--- src/rtl/ether_pkg.sv ---
// Shared types and constants for the MAC receive-side packet reader.
package ether_pkg;

  localparam int unsigned BYTES_PER_WORD = 8;

  typedef logic [2:0] mod_t;

  typedef enum logic [0:0] {
    IDLE = 1'b0,
    READ = 1'b1
  } rx_state_t;

  typedef struct packed {
    logic [63:0] data;
    mod_t        mod;
    logic        sop;
    logic        eop;
    logic        err;
  } rx_word_t;

  // Valid bytes carried by an eop word; mod==0 means a full word.
  function automatic logic [3:0] eop_bytes(input mod_t m);
    return (m == 3'd0) ? 4'(BYTES_PER_WORD) : {1'b0, m};
  endfunction

endpackage

--- src/rtl/pkt_rx_fifo.sv ---
// Synchronous FIFO of rx_word_t; registered output, no fall-through.
module pkt_rx_fifo
  import ether_pkg::*;
#(
  parameter int unsigned DEPTH = 8
) (
  input  logic                     clk,
  input  logic                     reset_xgmii_rx_n,
  input  logic                     push,
  input  rx_word_t                 wr_word,
  input  logic                     pop,
  output rx_word_t                 rd_word,
  output logic [$clog2(DEPTH):0]   count,
  output logic                     full,
  output logic                     empty
);

  localparam int unsigned AW = $clog2(DEPTH);

  rx_word_t        mem [DEPTH];
  logic [AW-1:0]   wr_ptr;
  logic [AW-1:0]   rd_ptr;
  logic            do_push;
  logic            do_pop;

  assign full    = (count == (AW+1)'(DEPTH));
  assign empty   = (count == '0);
  assign do_pop  = pop && !empty;
  // A full FIFO still accepts a push when a pop frees the slot this cycle.
  assign do_push = push && (!full || do_pop);
  assign rd_word = mem[rd_ptr];

  always_ff @(posedge clk) begin
    if (do_push) mem[wr_ptr] <= wr_word;
  end

  always_ff @(posedge clk or negedge reset_xgmii_rx_n) begin
    if (!reset_xgmii_rx_n) begin
      wr_ptr <= '0;
      rd_ptr <= '0;
      count  <= '0;
    end else begin
      if (do_push) wr_ptr <= wr_ptr + 1'b1;
      if (do_pop)  rd_ptr <= rd_ptr + 1'b1;
      case ({do_push, do_pop})
        2'b10:   count <= count + 1'b1;
        2'b01:   count <= count - 1'b1;
        default: count <= count;
      endcase
    end
  end

endmodule

--- src/rtl/pkt_rx_reader.sv ---
// Reads frames from the MAC pkt_rx_* interface into a FIFO-backed stream
// and keeps good/errored frame and byte statistics.
module pkt_rx_reader
  import ether_pkg::*;
#(
  parameter int unsigned FIFO_DEPTH = 8,
  parameter int unsigned MAX_WORDS  = 1519,
  parameter int unsigned CNT_W      = 32
) (
  input  logic             clk,
  input  logic             reset_xgmii_rx_n,
  input  logic             pkt_rx_avail,
  output logic             pkt_rx_ren,
  input  logic             pkt_rx_val,
  input  logic             pkt_rx_sop,
  input  logic             pkt_rx_eop,
  input  logic [2:0]       pkt_rx_mod,
  input  logic             pkt_rx_err,
  input  logic [63:0]      pkt_rx_data,
  output logic             out_valid,
  input  logic             out_ready,
  output logic [63:0]      out_data,
  output logic [2:0]       out_mod,
  output logic             out_sop,
  output logic             out_eop,
  output logic             out_err,
  output logic [CNT_W-1:0] stat_frames_ok,
  output logic [CNT_W-1:0] stat_frames_err,
  output logic [47:0]      stat_bytes,
  output logic             ovf_sticky
);

  localparam int unsigned CW = $clog2(FIFO_DEPTH) + 1;
  localparam int unsigned WW = $clog2(MAX_WORDS + 2);
  localparam logic [WW-1:0] WSAT = WW'(MAX_WORDS + 1);
  localparam logic [WW-1:0] WMAX = WW'(MAX_WORDS);

  logic [1:0] rst_sync;
  logic       rst_n;

  always_ff @(posedge clk or negedge reset_xgmii_rx_n) begin
    if (!reset_xgmii_rx_n) rst_sync <= '0;
    else                   rst_sync <= {rst_sync[0], 1'b1};
  end
  assign rst_n = rst_sync[1];

  rx_state_t     state;
  rx_state_t     state_nxt;
  logic          ren_q;
  logic [CW-1:0] fifo_count;
  logic [CW:0]   used;
  logic          space_ok;
  logic          last_word;
  logic          fifo_full;
  logic          fifo_empty;
  rx_word_t      wr_word;
  rx_word_t      rd_word;

  // A word requested last cycle is still in flight and must be reserved.
  assign used      = {1'b0, fifo_count} + (CW+1)'(ren_q);
  assign space_ok  = (used <= (CW+1)'(FIFO_DEPTH - 2));
  assign last_word = pkt_rx_val && pkt_rx_eop;

  always_comb begin
    state_nxt  = state;
    pkt_rx_ren = 1'b0;
    case (state)
      IDLE: if (pkt_rx_avail && space_ok) state_nxt = READ;
      READ: begin
        pkt_rx_ren = space_ok && !last_word;
        if (last_word) state_nxt = IDLE;
      end
      default: state_nxt = IDLE;
    endcase
  end

  always_ff @(posedge clk or negedge rst_n) begin
    if (!rst_n) begin
      state <= IDLE;
      ren_q <= 1'b0;
    end else begin
      state <= state_nxt;
      ren_q <= pkt_rx_ren;
    end
  end

  logic          in_frame;
  logic          proto_q;
  logic [WW-1:0] word_cnt;
  logic          starting;
  logic          headless;
  logic          proto_nxt;
  logic [WW-1:0] cnt_nxt;
  logic          frame_bad;
  logic [47:0]   frame_bytes;

  assign starting  = pkt_rx_sop || !in_frame;
  assign headless  = pkt_rx_val && !pkt_rx_sop && !in_frame;
  // Restart on sop mid-frame and a sop-less start both poison the frame.
  assign proto_nxt = (pkt_rx_sop && in_frame) || headless || (!pkt_rx_sop && proto_q);
  assign cnt_nxt   = starting ? WW'(1) :
                     (word_cnt == WSAT) ? WSAT : word_cnt + 1'b1;
  assign frame_bad = pkt_rx_err || (cnt_nxt > WMAX) || proto_nxt;
  assign frame_bytes = (48'(cnt_nxt) - 48'd1) * 48'(BYTES_PER_WORD)
                     + 48'(eop_bytes(pkt_rx_mod));

  always_ff @(posedge clk or negedge rst_n) begin
    if (!rst_n) begin
      in_frame        <= 1'b0;
      proto_q         <= 1'b0;
      word_cnt        <= '0;
      stat_frames_ok  <= '0;
      stat_frames_err <= '0;
      stat_bytes      <= '0;
      ovf_sticky      <= 1'b0;
    end else begin
      if (pkt_rx_val) begin
        in_frame <= !pkt_rx_eop;
        word_cnt <= cnt_nxt;
        proto_q  <= proto_nxt;
        if (pkt_rx_eop) begin
          if (frame_bad) begin
            stat_frames_err <= stat_frames_err + 1'b1;
          end else begin
            stat_frames_ok <= stat_frames_ok + 1'b1;
            stat_bytes     <= stat_bytes + frame_bytes;
          end
        end
      end
      if (pkt_rx_val && fifo_full && !(out_valid && out_ready)) ovf_sticky <= 1'b1;
    end
  end

  always_comb begin
    wr_word      = '0;
    wr_word.data = pkt_rx_data;
    wr_word.mod  = pkt_rx_mod;
    wr_word.sop  = pkt_rx_sop;
    wr_word.eop  = pkt_rx_eop;
    wr_word.err  = headless || (pkt_rx_eop && frame_bad);
  end

  pkt_rx_fifo #(.DEPTH(FIFO_DEPTH)) u_fifo (
    .clk              (clk),
    .reset_xgmii_rx_n (rst_n),
    .push             (pkt_rx_val),
    .wr_word          (wr_word),
    .pop              (out_ready),
    .rd_word          (rd_word),
    .count            (fifo_count),
    .full             (fifo_full),
    .empty            (fifo_empty)
  );

  assign out_valid = !fifo_empty;
  assign out_data  = rd_word.data;
  assign out_mod   = rd_word.mod;
  assign out_sop   = rd_word.sop;
  assign out_eop   = rd_word.eop;
  assign out_err   = rd_word.err;

endmodule

--- config.mk ---
export PLATFORM = sky130hd
export DESIGN_NAME = pkt_rx_reader
export DESIGN_NICKNAME = d
export VERILOG_FILES = /design/src/rtl/ether_pkg.sv /design/src/rtl/pkt_rx_fifo.sv /design/src/rtl/pkt_rx_reader.sv
export SDC_FILE = /design/constraint.sdc
export NUM_CORES = 1
export LEC_CHECK = 0
export ABC_AREA = 1
export CORE_ASPECT_RATIO = 1.1
export CORE_UTILIZATION = 39
export CTS_BUF_LIST = sky130_fd_sc_hd__clkbuf_16
export CTS_CLUSTER_SIZE = 12
export DETAILED_ROUTE_END_ITERATION = 6
export DONT_BUFFER_PORTS = 1
export PLACE_DENSITY = 0.6
export SYNTH_ARGS = -nofsm -noshare
export SYNTH_HDL_FRONTEND = slang
export SYNTH_HIERARCHICAL = 1
export SYNTH_SLANG_ARGS = --single-unit
--- constraint.sdc ---
create_clock -name clk -period 4.8 [get_ports clk]
set_input_delay 0.72 -clock clk [delete_from_list [all_inputs] [get_ports clk]]
set_output_delay 0.72 -clock clk [all_outputs]
set_load 0.01 [all_outputs]
# Yosys cells after proc, flatten, opt, wreduce, memory -nomap -nowiden
# Memories as Yosys holds them, arrays and structs flattened.
# Cells that the tools add are included.
op_classes:
  addsub: 11
  n_eq_ne: 4
  magnitude_cmp: 2
  muxes: 10
  bitwise_logic: 2
  n_reduce_logical: 31
ops:
  columns: ["cell", "n"]
  rows:
  - ["32-bit by 1-bit adder with 32-bit output, second input constant", 2]
  - ["48-bit adder", 1]
  - ["11-bit two-way mux", 2]
  - ["15-bit by 5-bit adder with 16-bit output", 1]
  - ["1-bit logical AND", 12]
  - ["11-bit by 1-bit subtractor with 12-bit output, second input constant", 1]
  - ["11-bit by 1-bit adder with 11-bit output, second input constant", 1]
  - ["11-bit == test, second input constant", 1]
  - ["11-bit > comparator, second input constant", 1]
  - ["4-bit one-hot mux with 2 select lines", 1]
  - ["1-bit zero test", 7]
  - ["1-bit logical OR", 7]
  - ["3-bit by 1-bit adder with 3-bit output, second input constant", 2]
  - ["3-bit AND reduction", 2]
  - ["4-bit by 1-bit adder with 5-bit output", 1]
  - ["5-bit by 3-bit less-or-equal comparator with 1-bit output, second input constant", 1]
  - ["1-bit two-way mux", 5]
  - ["4-bit by 1-bit adder with 4-bit output, second input constant", 1]
  - ["4-bit == test, second input constant", 1]
  - ["4-bit zero test", 1]
  - ["4-bit two-way mux", 1]
  - ["4-bit by 1-bit subtractor with 4-bit output, second input constant", 1]
  - ["3-bit zero test", 1]
  - ["2-bit by 1-bit == test with 1-bit output, second input constant", 1]
  - ["4 further kinds", 5]
word_totals:
  output_inout_bits: 185
  memories: 1
  ram_bits: 560
  word_cells: 74
  input_bits: 75
  reg_bits: 140
memory_table:
  columns: ["name", "words", "width", "read_ports", "rd_ports_with_merged_regs", "write_ports", "line_no", "rtl"]
  rows:
  - ["u_fifo.mem", 8, 70, 1, 0, 1, "pkt_rx_fifo.sv:20", "rx_word_t mem [DEPTH];"]

# Longest topological paths before layout
# Gate-level depths: netlist (run 1).
depth:
  depth_word: 8
  depth_mapped: 34
  mapped_depth_nobuf: 34

# By module
# Netlist (run 1), hierarchy kept.
by_module_without_submodules:
  columns: ["mod", "area_per_inst_um2", "n_inst", "cells_each", "seq_area_each_um2"]
  rows:
  - ["pkt_rx_fifo", 22355.2, 1, 1647, 17066.4]
  - ["pkt_rx_reader", 10032.1, 1, 1416, 3253.1]

# Least setup slack after synthesis (run 1)
# OpenSTA, ideal clock, no wires.
synth_timing:
  path_kind: "input -> register"
  start: "input out_ready"
  end: "memory u_fifo/mem[5][0] (netlist bit) (enable)"
  setup_time_ns: 0.671
  required_time_ns: 4.129
  path_buffers: 0
  stages: 4
  arrival_ns: 7.714
  setup_slack_ns: -3.585
  cell_sequence: "nand2_1 > nand2_1 > nand2_1 > nor4_1"
synth_between:
  elab_chain_len: 5
synth_lines:
  columns: ["element", "line_no", "rtl"]
  rows:
  - ["start, declared", "pkt_rx_reader.sv:21", "input logic out_ready,"]
  - ["1-bit logical AND", "pkt_rx_fifo.sv:28", "assign do_pop = pop && !empty;"]
  - ["1-bit logical OR", "pkt_rx_fifo.sv:30", "assign do_push = push && (!full || do_pop);"]
  - ["1-bit logical AND", "pkt_rx_fifo.sv:30", null]
  - ["1-bit two-way mux", "pkt_rx_fifo.sv:34", "if (do_push) mem[wr_ptr] <= wr_word;"]
  - ["1-bit two-way mux (not written as such)", "pkt_rx_fifo.sv:34", null]
  - ["end, declared", "pkt_rx_fifo.sv:20", null]
# Every way passes these cells.

# Worst setup path in the final report (run 1)
layout_timing:
  start: "register word_cnt[0]"
  end: "register stat_bytes[42]"
layout_between:
  elab_chain_len: 8
  word_cells_on_any_way: 12
  classes_between: "add/sub (4); order compare (1); eq/ne (1); mux (2); bitwise (1); reduce/logical (3)"
layout_lines:
  columns: ["element", "line_no", "rtl"]
  rows:
  - ["start, declared", "pkt_rx_reader.sv:89", "logic [WW-1:0] word_cnt;"]
  - ["start signal, assigned", "pkt_rx_reader.sv:119", "word_cnt <= cnt_nxt;"]
  - ["11-bit by 1-bit adder with 11-bit output or 11-bit == test (tied branches)", "pkt_rx_reader.sv:102", "(word_cnt == WSAT) ? WSAT : word_cnt + 1'b1;"]
  - ["11-bit two-way mux *", "pkt_rx_reader.sv:102", null]
  - ["11-bit two-way mux *", "pkt_rx_reader.sv:101", "assign cnt_nxt = starting ? WW'(1) :"]
  - ["branches (longest 5 deep; another with 48-bit adder)", null, null]
  - ["end signal, assigned", "pkt_rx_reader.sv:126", "stat_bytes <= stat_bytes + frame_bytes;"]
  - ["end, declared", "pkt_rx_reader.sv:29", "output logic [47:0] stat_bytes,"]
# Mark *: on every way between the ends.
# A chain may end at the register's enable or synchronous reset.

==> results of run 1 <==
## per-layer routing
layer  track usage  up-vias
met1        0.2359    10650
met4       0.06124        0
met5             0        -
li1              -    10690
met3       0.04967      127
met2        0.3451      590
## per-stage QoR
stage	cell area, µm²	instances
floorplan	32400	3063
global placement	33700	4061
detailed placement	33700	4061
CTS	36090	4196
global route	36580	4205
finish	36580	4205
## power by group through the flow
stage	combinational [W]	clock (W)	sequential, W
3_3_place_gp	0.00644	0	0.00863
2_1_floorplan	0.00496	0	0.00825
4_1_cts	0.00652	0.00573	0.00854
5_1_grt	0.00740	0.00597	0.00868
6_report	0.00661	0.00558	0.00855
3_5_place_dp	0.00650	0	0.00865
## layout make-up
type | count | area (µm²) | share of cell area
clock inverters | 54 | 379.1 | 0.01037
multi-input cells | 2055 | 11130 | 0.3043
inverters | 186 | 708.2 | 0.01936
repair buffers | 65 | 683.2 | 0.01868
well taps | 1064 | 1331 | 0.03640
flip-flops and latches | 700 | 20330 | 0.5559
clock buffers | 80 | 2002 | 0.05473
repair inverters | 1 | 7.507 | 0.0002052
## critical path, delay by kind of cell (launching register included)
kind / cells / cell delay [ns]
simple gates: 11 / 1.24
fa+ha+maj: 4 / 0.99
flops: 1 / 0.37
xor+xnor: 1 / 0.16
buf+inv: 7 / 0.89
compound gates: 5 / 0.79
## kinds of logic after synthesis
kind of cell             count (synthesis)
AO/OA/AOI/OAI                          588
XOR/XNOR                               112
AND/OR/NAND/NOR                       1219
other                                    1
flip-flops                             700
multiplexers                            71
buffers and inverters                  308
adder cells (fa/ha/maj)                 64
## synthesized netlist by cell type, types with 41 or more instances
master / instances / area share
nand2_1: 591 / 0.068
edfxtp_1: 560 / 0.52
nor2_1: 431 / 0.050
o21ai_0: 314 / 0.049
inv_1: 174 / 0.020
dfrtp_1: 140 / 0.11
o21ai_1: 84 / 0.013
a21oi_1: 72 / 0.011
o22ai_1: 71 / 0.014
xor2_1: 71 / 0.019
mux2i_1: 70 / 0.022
nand3_1: 67 / 0.010
ha_1: 62 / 0.024
clkbuf_1: 59 / 0.0068
nor3_1: 41 / 0.0063
xnor2_1: 41 / 0.011
## how the worst max path moves through the flow
stage / to / cells past startpoint / from
2_1_floorplan: u_fifo/mem[3][0]$_DFFE_PP_ / 4 / out_ready
3_3_place_gp: stat_bytes[36]$_DFFE_PN0P_ / 24 / pkt_rx_sop
3_5_place_dp: stat_bytes[36]$_DFFE_PN0P_ / 24 / pkt_rx_sop
4_1_cts: stat_bytes[44]$_DFFE_PN0P_ / 28 / word_cnt[0]$_DFFE_PN0P_
5_1_grt: stat_bytes[47]$_DFFE_PN0P_ / 33 / word_cnt[0]$_DFFE_PN0P_
6_report: stat_bytes[42]$_DFFE_PN0P_ / 28 / word_cnt[0]$_DFFE_PN0P_
## sequential cells by signal, indices dropped and copies added, names as in the netlist
register	flops
rst_sync	2
u_fifo/count	4
u_fifo/mem	560
u_fifo/wr_ptr	3
word_cnt	11
stat_frames_ok	32
u_fifo/rd_ptr	3
in_frame	1
proto_q	1
stat_frames_err	32
stat_bytes	48
ovf_sticky	1
state	1
ren_q	1
## timing repair
| action | CTS | global route |
|---|---|---|
| gates cloned | 0 | 2 |
| hold buffers | 1 | 0 |
| resized for setup | 1 | 81 |
| pin swaps | 0 | 5 |
| setup buffers | 0 | 7 |
| endpoints found under the hold margin | 2 | 0 |
| setup endpoints to repair | 1 | 24 |
==> metrics.md, run 1 <==
| Metric | Value |
|---|---|
| Synth-to-layout area growth | `12.93%` |
| Register-to-register setup slack | `0.23 ns` |
| Net Sw Frac | `0.3793` |
| Initial antenna violation count | `0` |
| Final layout net count | `3,226` |
| Clock skew | `0.01315 ns` |
| CTS clk-pin slew, worst paths | `0.06 ns` |
| Flops & latches, synth | `700` |
| Asr flop ratio synth | `0.2000` |
| Cell Pwr Density | `566.7 nW/µm²` |
| Total net switching power | `0.007861 W` |
| Initial drt markers | `1,627` |
| DR WL met3 | `5932 µm` |
| DRT Pass-1 Iters | `5` |
| Commonest non-fill, non-tap cell in the layout | `nand2_1` |
| Final setup viols | `0` |
| Post-synthesis mux area share | `0.02198` |
| Post-synth cell types | `55` |
| Area share of fa/ha/maj cells after synthesis | `0.02519` |
| Die Wd | `276.8 µm` |
| Setup TNS | `0 ns` |
| Die area | `84,200 µm²` |
| Worst ir drop on vdd | `425.2 µV` |
| Layout cells sized above 1 | `0.09615` |
| Slew headroom | `0.3057` |
| Largest family of logic cells by synthesized area | `simple AND/OR/NAND/NOR gates` |
| Logic pwr share | `0.319` |
| Most frequent cells in the layout | `589 x nand2_1, 560 x edfxtp_1, 420 x nor2_1` |
| Pwr Total | `0.02073 W` |
| RSZ-0062 raised after global routing | `yes` |
| Hold Startpoint | `pkt_rx_data[30]` |
| Pre-CTS setup slack | `-0.01293 ns` |
| H-tree Lvls | `3` |
| Post-Synth Simple-Gate Area | `0.1551` |
| WHS Path Cells | `0` |
| FP Rows | `110` |
| Slowest CP cell | `ha_2` |
| Compound-cell area share of the yosys netlist | `0.09735` |
| WL met2 | `41,730 µm` |
| Vias per cell | `5.245` |
| Internal | `0.01287 W` |
| Worst hold slack | `0.1797 ns` |
| Routed Antenna Nets | `0` |
| Routed WL | `83,650 µm` |
| Status | `finished, final reports clean` |
| Wl on met1 | `34,110 µm` |
| CTS sink count | `700` |
| Synth Instances | `3,063` |
| XOR/XNOR Fraction of Synth Area | `0.03029` |
| Maximum clock rate | `218.8 MHz` |
| CTS tree | `built` |
| Worst-Margin Slew | `1.041 ns` |
| Sequential power share | `0.412` |
| Worst min path class | `primary input to register` |
| Tmin final | `4.570 ns` |
| Post-synth EDFFs | `560` |
| Worst-path fanout max | `12` |
| Finished Core Util | `0.4459` |
| Synth warnings | `6` |
| Slew Limit Fails | `0` |
| CP max stage delay | `0.41 ns` |
| Gr usage total | `0.1968` |
| I/O Buffers | `0` |
| Clock root buffer | `clkbuf_16` |
| Fill cell count | `7,578` |
| Routed wire length per instance | `19.89 µm` |
| Hold path endpoint | `u_fifo/mem[4][36]$_DFFE_PP_` |
| P_leak | `13.72 nW` |
| Reg-to-Reg End | `stat_bytes[42]$_DFFE_PN0P_` |
| Hold Vio Cnt, Final | `0` |
| Core area | `82,030 µm²` |
| GP Congestion | `0.9826` |
| Worst Reg-to-Reg Cells | `28` |
| Worst setup margin | `0.2302 ns` |
| Worst R2R Start | `word_cnt[0]$_DFFE_PN0P_` |
| Arr. time, crit path | `5.08 ns` |
| # diodes | `0` |
| DP Wirelength | `50,840 µm` |
| DR DRC count | `0` |
| Max Cap Viol | `0` |
| Synth Cell Area | `32,390 µm²` |
| First-pass GRT wire length | `128,100 µm` |
| CP Launch Type | `register` |
| Clk pwr share | `0.269` |
| Max Used Layer | `met4` |
| Starting density of the core | `0.3948` |
| # IOs | `260` |
| Period utilization | `0.9520` |
| Max Root-Sink Buffers | `3` |
| Worst setup EP type | `register` |
| Die height | `304.2 µm` |
| Pin count of the biggest net entering global routing | `130` |
| Via count | `22,060` |
| CP required | `5.31 ns` |
| WS Path Type | `register to register` |
| Prevailing post-synth register cell | `edfxtp_1` |
| Syn avg cell area | `10.57 µm²` |
| Clock Latency Late Sink | `0.63 ns` |
| Vias in the first global route | `21,680` |
| Grt total ovfl | `0` |
| Register area share after synthesis | `0.6274` |
| Post-Syn Nets | `3,202` |
| TritonCTS buffer count | `78` |
(Power assumes the default switching activity.)
==> run 2: changes to the inputs <==
==> constraint.sdc (replaced) <==
create_clock -name clk -period 5 [get_ports clk]
set_input_delay 0.75 -clock clk [delete_from_list [all_inputs] [get_ports clk]]
set_output_delay 0.75 -clock clk [all_outputs]
set_load 0.01 [all_outputs]
==> metrics.md, run 2 (synthesis gave the netlist of run 1 again) <==
| Metric | Value |
|---|---|
| Pre-CTS setup slack | `0.2318 ns` |
| Routed Antenna Nets | `0` |
| Die area | `84,200 µm²` |
| # IOs | `260` |
| GP Congestion | `0.9442` |
| Starting density of the core | `0.3948` |
| Grt total ovfl | `0` |
| Hold Vio Cnt, Final | `0` |
| CTS tree | `built` |
| Largest Register | `u_fifo/mem` |
| Status | `finished, final reports clean` |
| TritonCTS buffer count | `77` |
| Clock Latency Late Sink | `0.62 ns` |
| Max reg flops | `560` |
| CP required | `5.48 ns` |
| Worst-path fanout max | `27` |
| Synth-to-layout area growth | `11.14%` |
| Clock skew | `0.01827 ns` |
| Maximum clock rate | `213.3 MHz` |
| Clock root buffer | `clkbuf_16` |
| Final layout net count | `3,200` |
| Initial drt markers | `1,398` |
| Max Cap Viol | `0` |
| Worst min path class | `primary input to register` |
| Max Root-Sink Buffers | `3` |
| Gr usage total | `0.1948` |
| DRT Pass-1 Iters | `6` |
| Vias per cell | `5.215` |
| Placed Cells | `4,044` |
| Worst ir drop on vdd | `332.9 µV` |
| Layout cells sized above 1 | `0.07131` |
| RSZ-0062 raised after global routing | `yes` |
| Via count | `21,790` |
| DR DRC count | `0` |
| Fill cell count | `7,702` |
| CTS clk-pin slew, worst paths | `0.06 ns` |
| WL met2 | `40,580 µm` |
| Worst setup EP type | `register` |
| Vias in the first global route | `21,650` |
| First-pass GRT wire length | `126,800 µm` |
| CP max stage delay | `0.41 ns` |
| Cell Count, Final, Fillers Out | `4,178` |
| CP Launch Type | `register` |
| I/O Buffers | `0` |
| Tmin final | `4.689 ns` |
| Initial antenna violation count | `2` |
| Worst setup margin | `0.3108 ns` |
| Slowest CP cell | `dfrtp_1` |
| Finished Core Util | `0.4388` |
| Routed WL | `82,760 µm` |
| Slew Limit Fails | `0` |
| Final setup viols | `0` |
| Routed wire length per instance | `19.81 µm` |
| Period utilization | `0.9378` |
| Buffers & Inverters on Critical Path | `5` |
| Register-to-register setup slack | `0.31 ns` |
| Commonest non-fill, non-tap cell in the layout | `nand2_1` |
| H-tree Lvls | `3` |
| Arr. time, crit path | `5.17 ns` |
| CTS sink count | `700` |
| DP Wirelength | `51,510 µm` |
| Max Used Layer | `met4` |
| Wl on met1 | `34,390 µm` |
| Crit path max-delay family | `compound AO/OA/AOI/OAI gates` |
| Setup TNS | `0 ns` |
| Cell Pwr Density | `543.1 nW/µm²` |
| FP Rows | `110` |
| Slew headroom | `0.3751` |
| WS Path Type | `register to register` |
| FF/Latch Area | `20,330 µm²` |
| Die Wd | `276.8 µm` |
| Core area | `82,030 µm²` |
| Worst hold slack | `0.2225 ns` |
| DR WL met3 | `5587 µm` |
| Area of the multi-input gates | `10,830 µm²` |
| CP dominant cell by count | `ha_1` |
| Most frequent cells in the layout | `590 x nand2_1, 560 x edfxtp_1, 425 x nor2_1` |
| P_leak | `13.57 nW` |
| Die height | `304.2 µm` |
| Pin count of the biggest net entering global routing | `105` |
| Largest registers | `u_fifo/mem (560), stat_bytes (48)` |
| Worst-Margin Slew | `0.9351 ns` |
[run 2: area by class of cell]
class / instances / share of cell area
antenna: 1 / 0.00006952
clock buffer: 79 / 0.05492
clock inverter: 52 / 0.008829
inverter: 186 / 0.01957
multi-input combinational: 2055 / 0.3009
sequential: 700 / 0.5649
tap: 1064 / 0.03698
timing repair buffer: 41 / 0.01383
[run 2: per-layer routing]
metal | global-route usage | up-vias
met3 | 0.05144 | 123
li1 | - | 10630
met1 | 0.2332 | 10550
met4 | 0.06563 | 0
met2 | 0.3380 | 495
met5 | 0 | -
[run 2: power breakdown]
part	leakage, nW	internal, W	switching, W
sequential	6.85	0.00727	0.000980
combinational	5.52	0.00191	0.00422
clock	1.19	0.00291	0.00225
total	13.6	0.0121	0.00746
[run 2: final timing paths]
kind / start / to / depth (start not counted)
max: word_cnt[0]$_DFFE_PN0P_ / stat_bytes[40]$_DFFE_PN0P_ / 27
min: pkt_rx_data[25] / u_fifo/mem[1][31]$_DFFE_PP_ / 0
max reg2reg: word_cnt[0]$_DFFE_PN0P_ / stat_bytes[40]$_DFFE_PN0P_ / 27
min reg2reg: rst_sync[0]$_DFF_PN0_ / rst_sync[1]$_DFF_PN0_ / 0
max in group asynchronous: rst_sync[1]$_DFF_PN0_ / stat_frames_err[24]$_DFFE_PN0P_ / 1
min in group asynchronous: reset_xgmii_rx_n / rst_sync[1]$_DFF_PN0_ / 1
[run 2: timing repair]
action                                  CTS  global route
buffers inserted                          0             1
hold endpoints to repair                  2             0
hold buffers                              1             0
gates resized for setup                   0            23
endpoints found under the setup margin    0            21
[run 2: stage by stage]
| stage | area [µm²] | power (W) |
|---|---|---|
| 6_report | 36000 | 0.01955 |
| 3_5_place_dp | 33610 | 0.01454 |
| 3_3_place_gp | 33610 | 0.01445 |
| 2_1_floorplan | 32400 | 0.01268 |
| 4_1_cts | 35910 | 0.01978 |
| 5_1_grt | 35990 | 0.02076 |
[run 2: worst register-to-register path, delay by kind of cell, from the launching register on]
family	cells	cell delay (ns)
fa+ha+maj	4	0.87
xor+xnor	1	0.17
flops	1	0.41
compound gates	7	1.25
simple gates	10	1.22
buf+inv	5	0.63
